--- src/rtl/load_store_unit_pkg.sv ---
// Shared control types for the load/store path: load truncation modes,
// LSU FSM states and the default bus timeout.
package HighLevelControl;

  typedef enum logic [2:0] {
    BYTE,
    HALF_WORD,
    WORD,
    BYTE_UNSIGNED,
    HALF_WORD_UNSIGNED,
    NONE
  } truncSrc;

  typedef enum logic [1:0] {
    IDLE,
    REQ,
    RESP,
    DONE
  } lsuState;

  localparam int unsigned DEFAULT_TIMEOUT_CYCLES = 255;

endpackage

--- src/rtl/load_store_unit_extend.sv ---
// Load lane select plus sign/zero extension of a bus read word.
module load_extend
  import HighLevelControl::*;
(
  input  logic [31:0] i_word,
  input  logic [1:0]  i_offset,
  input  truncSrc     i_trunc,
  output logic [31:0] o_data
);

  logic [31:0] w_shifted;

  // Move the addressed byte lane down to bit 0, then extend per load width.
  always_comb begin
    w_shifted = i_word >> {i_offset, 3'b000};
    o_data    = i_word;
    case (i_trunc)
      BYTE:               o_data = {{24{w_shifted[7]}}, w_shifted[7:0]};
      HALF_WORD:          o_data = {{16{w_shifted[15]}}, w_shifted[15:0]};
      WORD:               o_data = w_shifted;
      BYTE_UNSIGNED:      o_data = {24'h000000, w_shifted[7:0]};
      HALF_WORD_UNSIGNED: o_data = {16'h0000, w_shifted[15:0]};
      default:            o_data = i_word;
    endcase
  end

endmodule

--- src/rtl/load_store_unit.sv ---
// Load/store unit: single outstanding bus access with alignment check,
// store lane steering, load extension and a REQ+RESP timeout.
module load_store_unit
  import HighLevelControl::*;
#(
  parameter int unsigned WORD_SIZE      = 32,
  parameter int unsigned TIMEOUT_CYCLES = DEFAULT_TIMEOUT_CYCLES
) (
  input  logic                 clk,
  input  logic                 reset_n,
  input  logic                 MemEn,
  input  logic                 MemWrite,
  input  logic [3:0]           ByteEn,
  input  truncSrc              TruncSrc,
  input  logic [WORD_SIZE-1:0] Addr,
  input  logic [WORD_SIZE-1:0] WriteData,
  output logic                 Stall,
  output logic [WORD_SIZE-1:0] ReadData,
  output logic                 MemFault,
  output logic                 BusReq,
  output logic [WORD_SIZE-1:0] BusAddr,
  output logic                 BusWrite,
  output logic [3:0]           BusByteEn,
  output logic [WORD_SIZE-1:0] BusWData,
  input  logic                 BusReady,
  input  logic                 BusRValid,
  input  logic [WORD_SIZE-1:0] BusRData
);

  localparam int unsigned CW = $clog2(TIMEOUT_CYCLES + 1);

  lsuState              r_state;
  lsuState              w_next;
  logic [WORD_SIZE-1:0] r_addr;
  logic [WORD_SIZE-1:0] r_wdata;
  logic [3:0]           r_byteen;
  logic                 r_write;
  truncSrc              r_trunc;
  logic [CW-1:0]        r_cnt;
  logic                 r_fault;
  logic [WORD_SIZE-1:0] r_rdata;

  logic                 w_misaligned;
  logic                 w_timeout;
  logic                 w_busreq;
  logic                 w_fault_next;
  logic                 w_capture;
  logic                 w_load_done;
  logic [WORD_SIZE-1:0] w_ext;

  load_extend u_extend (
    .i_word  (BusRData),
    .i_offset(r_addr[1:0]),
    .i_trunc (r_trunc),
    .o_data  (w_ext)
  );

  // Alignment check on the live request; stores are judged by lane mask.
  always_comb begin
    w_misaligned = 1'b0;
    if (MemWrite) begin
      w_misaligned = ((ByteEn == 4'b0011) && Addr[0]) ||
                     ((ByteEn == 4'b1111) && (Addr[1:0] != 2'b00));
    end else begin
      w_misaligned = (((TruncSrc == HALF_WORD) || (TruncSrc == HALF_WORD_UNSIGNED)) && Addr[0]) ||
                     ((TruncSrc == WORD) && (Addr[1:0] != 2'b00));
    end
  end

  // Next-state and bus request; the timeout check precedes BusReady/BusRValid.
  always_comb begin
    w_next       = r_state;
    w_busreq     = 1'b0;
    w_fault_next = 1'b0;
    w_capture    = 1'b0;
    w_load_done  = 1'b0;
    w_timeout    = (r_cnt == CW'(TIMEOUT_CYCLES));
    case (r_state)
      IDLE: begin
        if (MemEn) begin
          if (w_misaligned) begin
            w_next       = DONE;
            w_fault_next = 1'b1;
          end else begin
            w_next    = REQ;
            w_capture = 1'b1;
          end
        end
      end
      REQ: begin
        if (w_timeout) begin
          w_next       = DONE;
          w_fault_next = 1'b1;
        end else begin
          w_busreq = 1'b1;
          if (BusReady) w_next = RESP;
        end
      end
      RESP: begin
        if (w_timeout) begin
          w_next       = DONE;
          w_fault_next = 1'b1;
        end else if (BusRValid) begin
          w_next      = DONE;
          w_load_done = !r_write;
        end
      end
      DONE:    w_next = IDLE;
      default: w_next = IDLE;
    endcase
  end

  // State, captured request, timeout counter, fault pulse and load result.
  always_ff @(posedge clk) begin
    if (!reset_n) begin
      r_state  <= IDLE;
      r_addr   <= '0;
      r_wdata  <= '0;
      r_byteen <= '0;
      r_write  <= 1'b0;
      r_trunc  <= BYTE;
      r_cnt    <= '0;
      r_fault  <= 1'b0;
      r_rdata  <= '0;
    end else begin
      r_state <= w_next;
      r_fault <= w_fault_next;
      if (w_capture) begin
        r_addr   <= Addr;
        r_wdata  <= WriteData;
        r_byteen <= ByteEn;
        r_write  <= MemWrite;
        r_trunc  <= TruncSrc;
      end
      if (r_state == IDLE) begin
        r_cnt <= '0;
      end else if ((r_state == REQ) || (r_state == RESP)) begin
        r_cnt <= r_cnt + 1'b1;
      end
      if (w_fault_next) begin
        r_rdata <= '0;
      end else if (w_load_done) begin
        r_rdata <= w_ext;
      end
    end
  end

  // Bus fields are only driven while requesting, so they read zero otherwise.
  always_comb begin
    Stall     = ((r_state == IDLE) && MemEn) || (r_state == REQ) || (r_state == RESP);
    BusReq    = w_busreq;
    BusAddr   = '0;
    BusWrite  = 1'b0;
    BusByteEn = '0;
    BusWData  = '0;
    if (w_busreq) begin
      BusAddr  = {r_addr[WORD_SIZE-1:2], 2'b00};
      BusWrite = r_write;
      if (r_write) begin
        BusByteEn = r_byteen << r_addr[1:0];
        BusWData  = r_wdata << {r_addr[1:0], 3'b000};
      end else begin
        BusByteEn = 4'b1111;
      end
    end
    ReadData = r_rdata;
    MemFault = r_fault;
  end

endmodule

--- config.mk ---
export PLATFORM = sky130hd
export DESIGN_NAME = load_store_unit
export DESIGN_NICKNAME = d
export VERILOG_FILES = /design/src/rtl/load_store_unit_pkg.sv /design/src/rtl/load_store_unit_extend.sv /design/src/rtl/load_store_unit.sv
export SDC_FILE = /design/constraint.sdc
export NUM_CORES = 1
export LEC_CHECK = 0
export CAP_MARGIN = 20
export CELL_PAD_IN_SITES_DETAIL_PLACEMENT = 1
export CELL_PAD_IN_SITES_GLOBAL_PLACEMENT = 1
export CORE_ASPECT_RATIO = 0.6
export CORE_MARGIN = 10
export CORE_UTILIZATION = 46
export DETAILED_ROUTE_END_ITERATION = 10
export DONT_BUFFER_PORTS = 1
export PLACE_DENSITY = 0.92
export RECOVER_POWER = 100
export REMOVE_ABC_BUFFERS = 1
export SKIP_LAST_GASP = 1
export SLEW_MARGIN = 20
export SYNTH_ARGS = -nofsm -noshare
export SYNTH_HDL_FRONTEND = slang
export SYNTH_SLANG_ARGS = --single-unit
--- constraint.sdc ---
create_clock -name clk -period 2.1 [get_ports clk]
set_input_delay 0.21 -clock clk [delete_from_list [all_inputs] [get_ports clk]]
set_output_delay 0.21 -clock clk [all_outputs]
set_load 0.005 [all_outputs]
==> summary.md <==
| Metric | Value |
|---|---|
| Status | completed |
| FP Rows | 33 |
| Antenna Nets Post-Route | 0 |
| Io pins | 213 |
| Power Density | 1040 nW/um^2 |
| First-pass GRT wire length | 44.2 mm |
| Crit start category | flop |
| Fin nets | 1,015 |
| Clock period minus worst slack | 2050 ps |
| Total power | 8.99 mW |
| Placer congestion estimate | 0.882 |
| Final Max Tran Viols | 0 |
| Non-Filler Instances | 1,089 |
| Total GRT Usage | 29.0% |
| Rel. slew slack | 42.5% |
| Clk buf depth | 2 |
| Worst setup EP type | output port |
| # setup viols final | 0 |
| Worst R2R End | ReadData[22]$_SDFFE_PP0P_ |
| DRC viols | 0 |
| Initial core utilization | 46.7% |
| RSZ-0062 raised after global routing | true |
| Vias | 6,869 |
| Cell with the most instances after synthesis | nand2_1 |
| Synthesis-stage register bit count | 115 |
| Synth top area share | 36.3% |
| Total gr overflow | 0 |
| Share of cells above drive strength 1 | 13.6% |
| Part of the cycle the worst path needs | 97.7% |
| CP Class | reg -> out |
| Reg-to-reg slack, setup | 100 ps |
| Wire length per cell | 26.6 um |
| Setup TNS | 0 ps |
| Reg-to-Reg Start | r_addr[1]$_SDFFE_PN0P_ |
| Synthesized area per cell | 8.09 sq um |
| Die height | 111 um |
| Worst-case reg-to-reg path depth | 5 |
| Max IR drop VDD | 0.000602 V |
| Final hold violations | 0 |
| Synth async-reset ratio | 0% |
| Worst Hold Endpoint | r_trunc[1]$_SDFFE_PN0P_ |
| Crit Path Max Fanout | 22 |
| Routed WL | 29.0 mm |
| DRT iter0 DRCs | 835 |
| Layout area overhead | 36.4% |
| Leakage | 3.25 nW |
| CORE AREA | 13,600 sq um |
| Initial antenna violation count | 0 |
| Synthesized area | 6340 sq um |
| Ys Warns | 0 |
| Post-synthesis sequential area ratio | 36.3% |
| First-pass iteration count of the detailed router | 6 |
| Max H-tree Level | 4 |
| Synth area leaders | dfxtp_1, mux2i_1, nand2_1 |
| Full die area | 19,000 sq um |
| Synth area leader | dfxtp_1 |
| Number of global-route vias before repair | 7,357 |
| Most instantiated cells after synthesis | nand2_1, dfxtp_1, mux2i_1, and3_1 |
| Prevailing post-synth register cell | dfxtp_1 |
| Later-pin clock latency in the skew report | 410 ps |
| Number of buffers created by CTS | 17 |
| Vias per Instance | 6.31 |
| Port bufs | 0 |
| Post-synth EDFFs | 0 |
| Worst hold path type | in -> reg |
| Gate Count Post-Synth | 784 |
| WP data required | 1890 ps |
| Hold Path Depth | 2 |
| DP Wirelength | 15.8 mm |
| Max-cap viol count | 0 |
| Die width | 172 um |
| CTS Sinks | 115 |
| DP Cell Count | 921 |
| # diodes | 0 |
| Clock Tree Root | clkbuf_16 |
| Count of different cell masters after synthesis | 53 |
| Fmax | 0.488 GHz |
| Hold path start | reset_n |
| Least-Margin Pin Slew | 857 ps |
| TritonCTS clock tree | done |
| WP data arrival | 1840 ps |
| Final core utilization | 63.7% |
| Worst Clk Skew | 11.4 ps |
| Reg clk slew, reported paths | 50 ps |
| Largest net degree at the start of global routing | 81 |
[worst max-delay path by stage]
| stage | from | end | slack, ps | depth (start not counted) |
|---|---|---|---|---|
| 3_3_place_gp | r_cnt[0]$_SDFFE_PP0P_ | BusWData[29] | 170 | 8 |
| 5_1_grt | r_addr[1]$_SDFFE_PN0P_ | BusByteEn[3] | -50 | 5 |
| 4_1_cts | r_cnt[1]$_SDFFE_PP0P_ | BusWData[31] | 2 | 9 |
| 3_5_place_dp | r_cnt[0]$_SDFFE_PP0P_ | BusWData[2] | 120 | 8 |
| 2_1_floorplan | r_state[0]$_SDFFE_PN0P_ | r_addr[0]$_SDFFE_PN0P_ | -4190 | 5 |
| 6_report | r_addr[0]$_SDFFE_PN0P_ | BusByteEn[3] | 50 | 5 |
[worst max-delay path: stages (launching register included)]
cell      delay [ps]
dfxtp_4          450
buf_4            330
a211oi_1          90
a21oi_1          220
inv_1             90
a21oi_1          260
[area by class of cell]
| cell class | count | area, sq um |
|---|---|---|
| fill | 1518 | 4930 |
| inverter | 12 | 47.5 |
| sequential | 115 | 2320 |
| tap | 175 | 219 |
| clock buffer | 19 | 453 |
| timing repair buffer | 165 | 1630 |
| multi-input combinational | 590 | 3770 |
| clock inverter | 13 | 205 |
[per-layer routing]
metal  wire [um]  track usage, %  share of wire, %
met1       11400            34.2                39
met2       14100            48.7                48
met3        2760            9.07               9.5
met4         778            9.58               2.7
met5           0               0                 0
[state kept, by name (all words and copies together), names as in the netlist]
| register | flops |
|---|---|
| ReadData | 32 |
| r_byteen | 4 |
| r_trunc | 3 |
| r_state | 2 |
| MemFault | 1 |
| r_addr | 32 |
| r_write | 1 |
| r_wdata | 32 |
| r_cnt | 8 |
[cell usage in the layout (no fill, tap or decap), types with 4 or more instances in the layout]
cell / synthesis / layout
inv_1: 10 / 10
dlygate4sd3_1: 0 / 123
nand2_1: 196 / 194
buf_4: 7 / 30
nor3_1: 16 / 11
buf_6: 8 / 8
nor2b_1: 12 / 11
mux2_2: 8 / 8
clkbuf_16: 0 / 17
o221ai_1: 9 / 9
a21oi_1: 39 / 38
and3_1: 40 / 40
nor2_1: 39 / 39
nor3_2: 0 / 5
o21ai_0: 31 / 31
a2bb2oi_1: 8 / 8
mux2i_1: 98 / 98
nand4_1: 4 / 4
bufinv_16: 0 / 5
xor2_1: 6 / 6
dfxtp_2: 0 / 6
a211oi_1: 17 / 10
dfxtp_1: 115 / 106
a221oi_1: 13 / 13
o211ai_1: 9 / 9
a211oi_2: 0 / 7
[cell families after synthesis]
group / synth area share (%)
compound gates: 15.6
xor+xnor: 0.966
fa+ha+maj: 0.986
buf+inv: 6.35
flops: 36.3
mux: 17.2
other cells: 0.0591
simple gates: 22.5
[where the power goes]
group	switching (mW)	internal, mW	total [mW]
logic	1.74	1.15	2.89
clock network	1.11	2.17	3.28
registers	0.310	2.51	2.82
[repair_timing]
action / in CTS / in global routing
setup endpoints to repair: 34 / 106
endpoints found under the hold margin: 74 / 0
setup buffers: 9 / 3
hold buffers: 124 / 0
pin swaps: 4 / 4
resized for setup: 20 / 20
[stage by stage]
stage | cell area (sq um) | hold WS (ps) | setup WS (ps)
after floorplan | 5990 | 339 | -4190
after global placement | 6500 | 350 | 173
after detailed placement | 6500 | 360 | 118
after CTS | 8560 | 1.71 | 2.09
after global routing | 8650 | -5.34 | -54.3
final | 8650 | 0.684 | 49.1
Note: power is estimated with default switching activity, not from simulation.
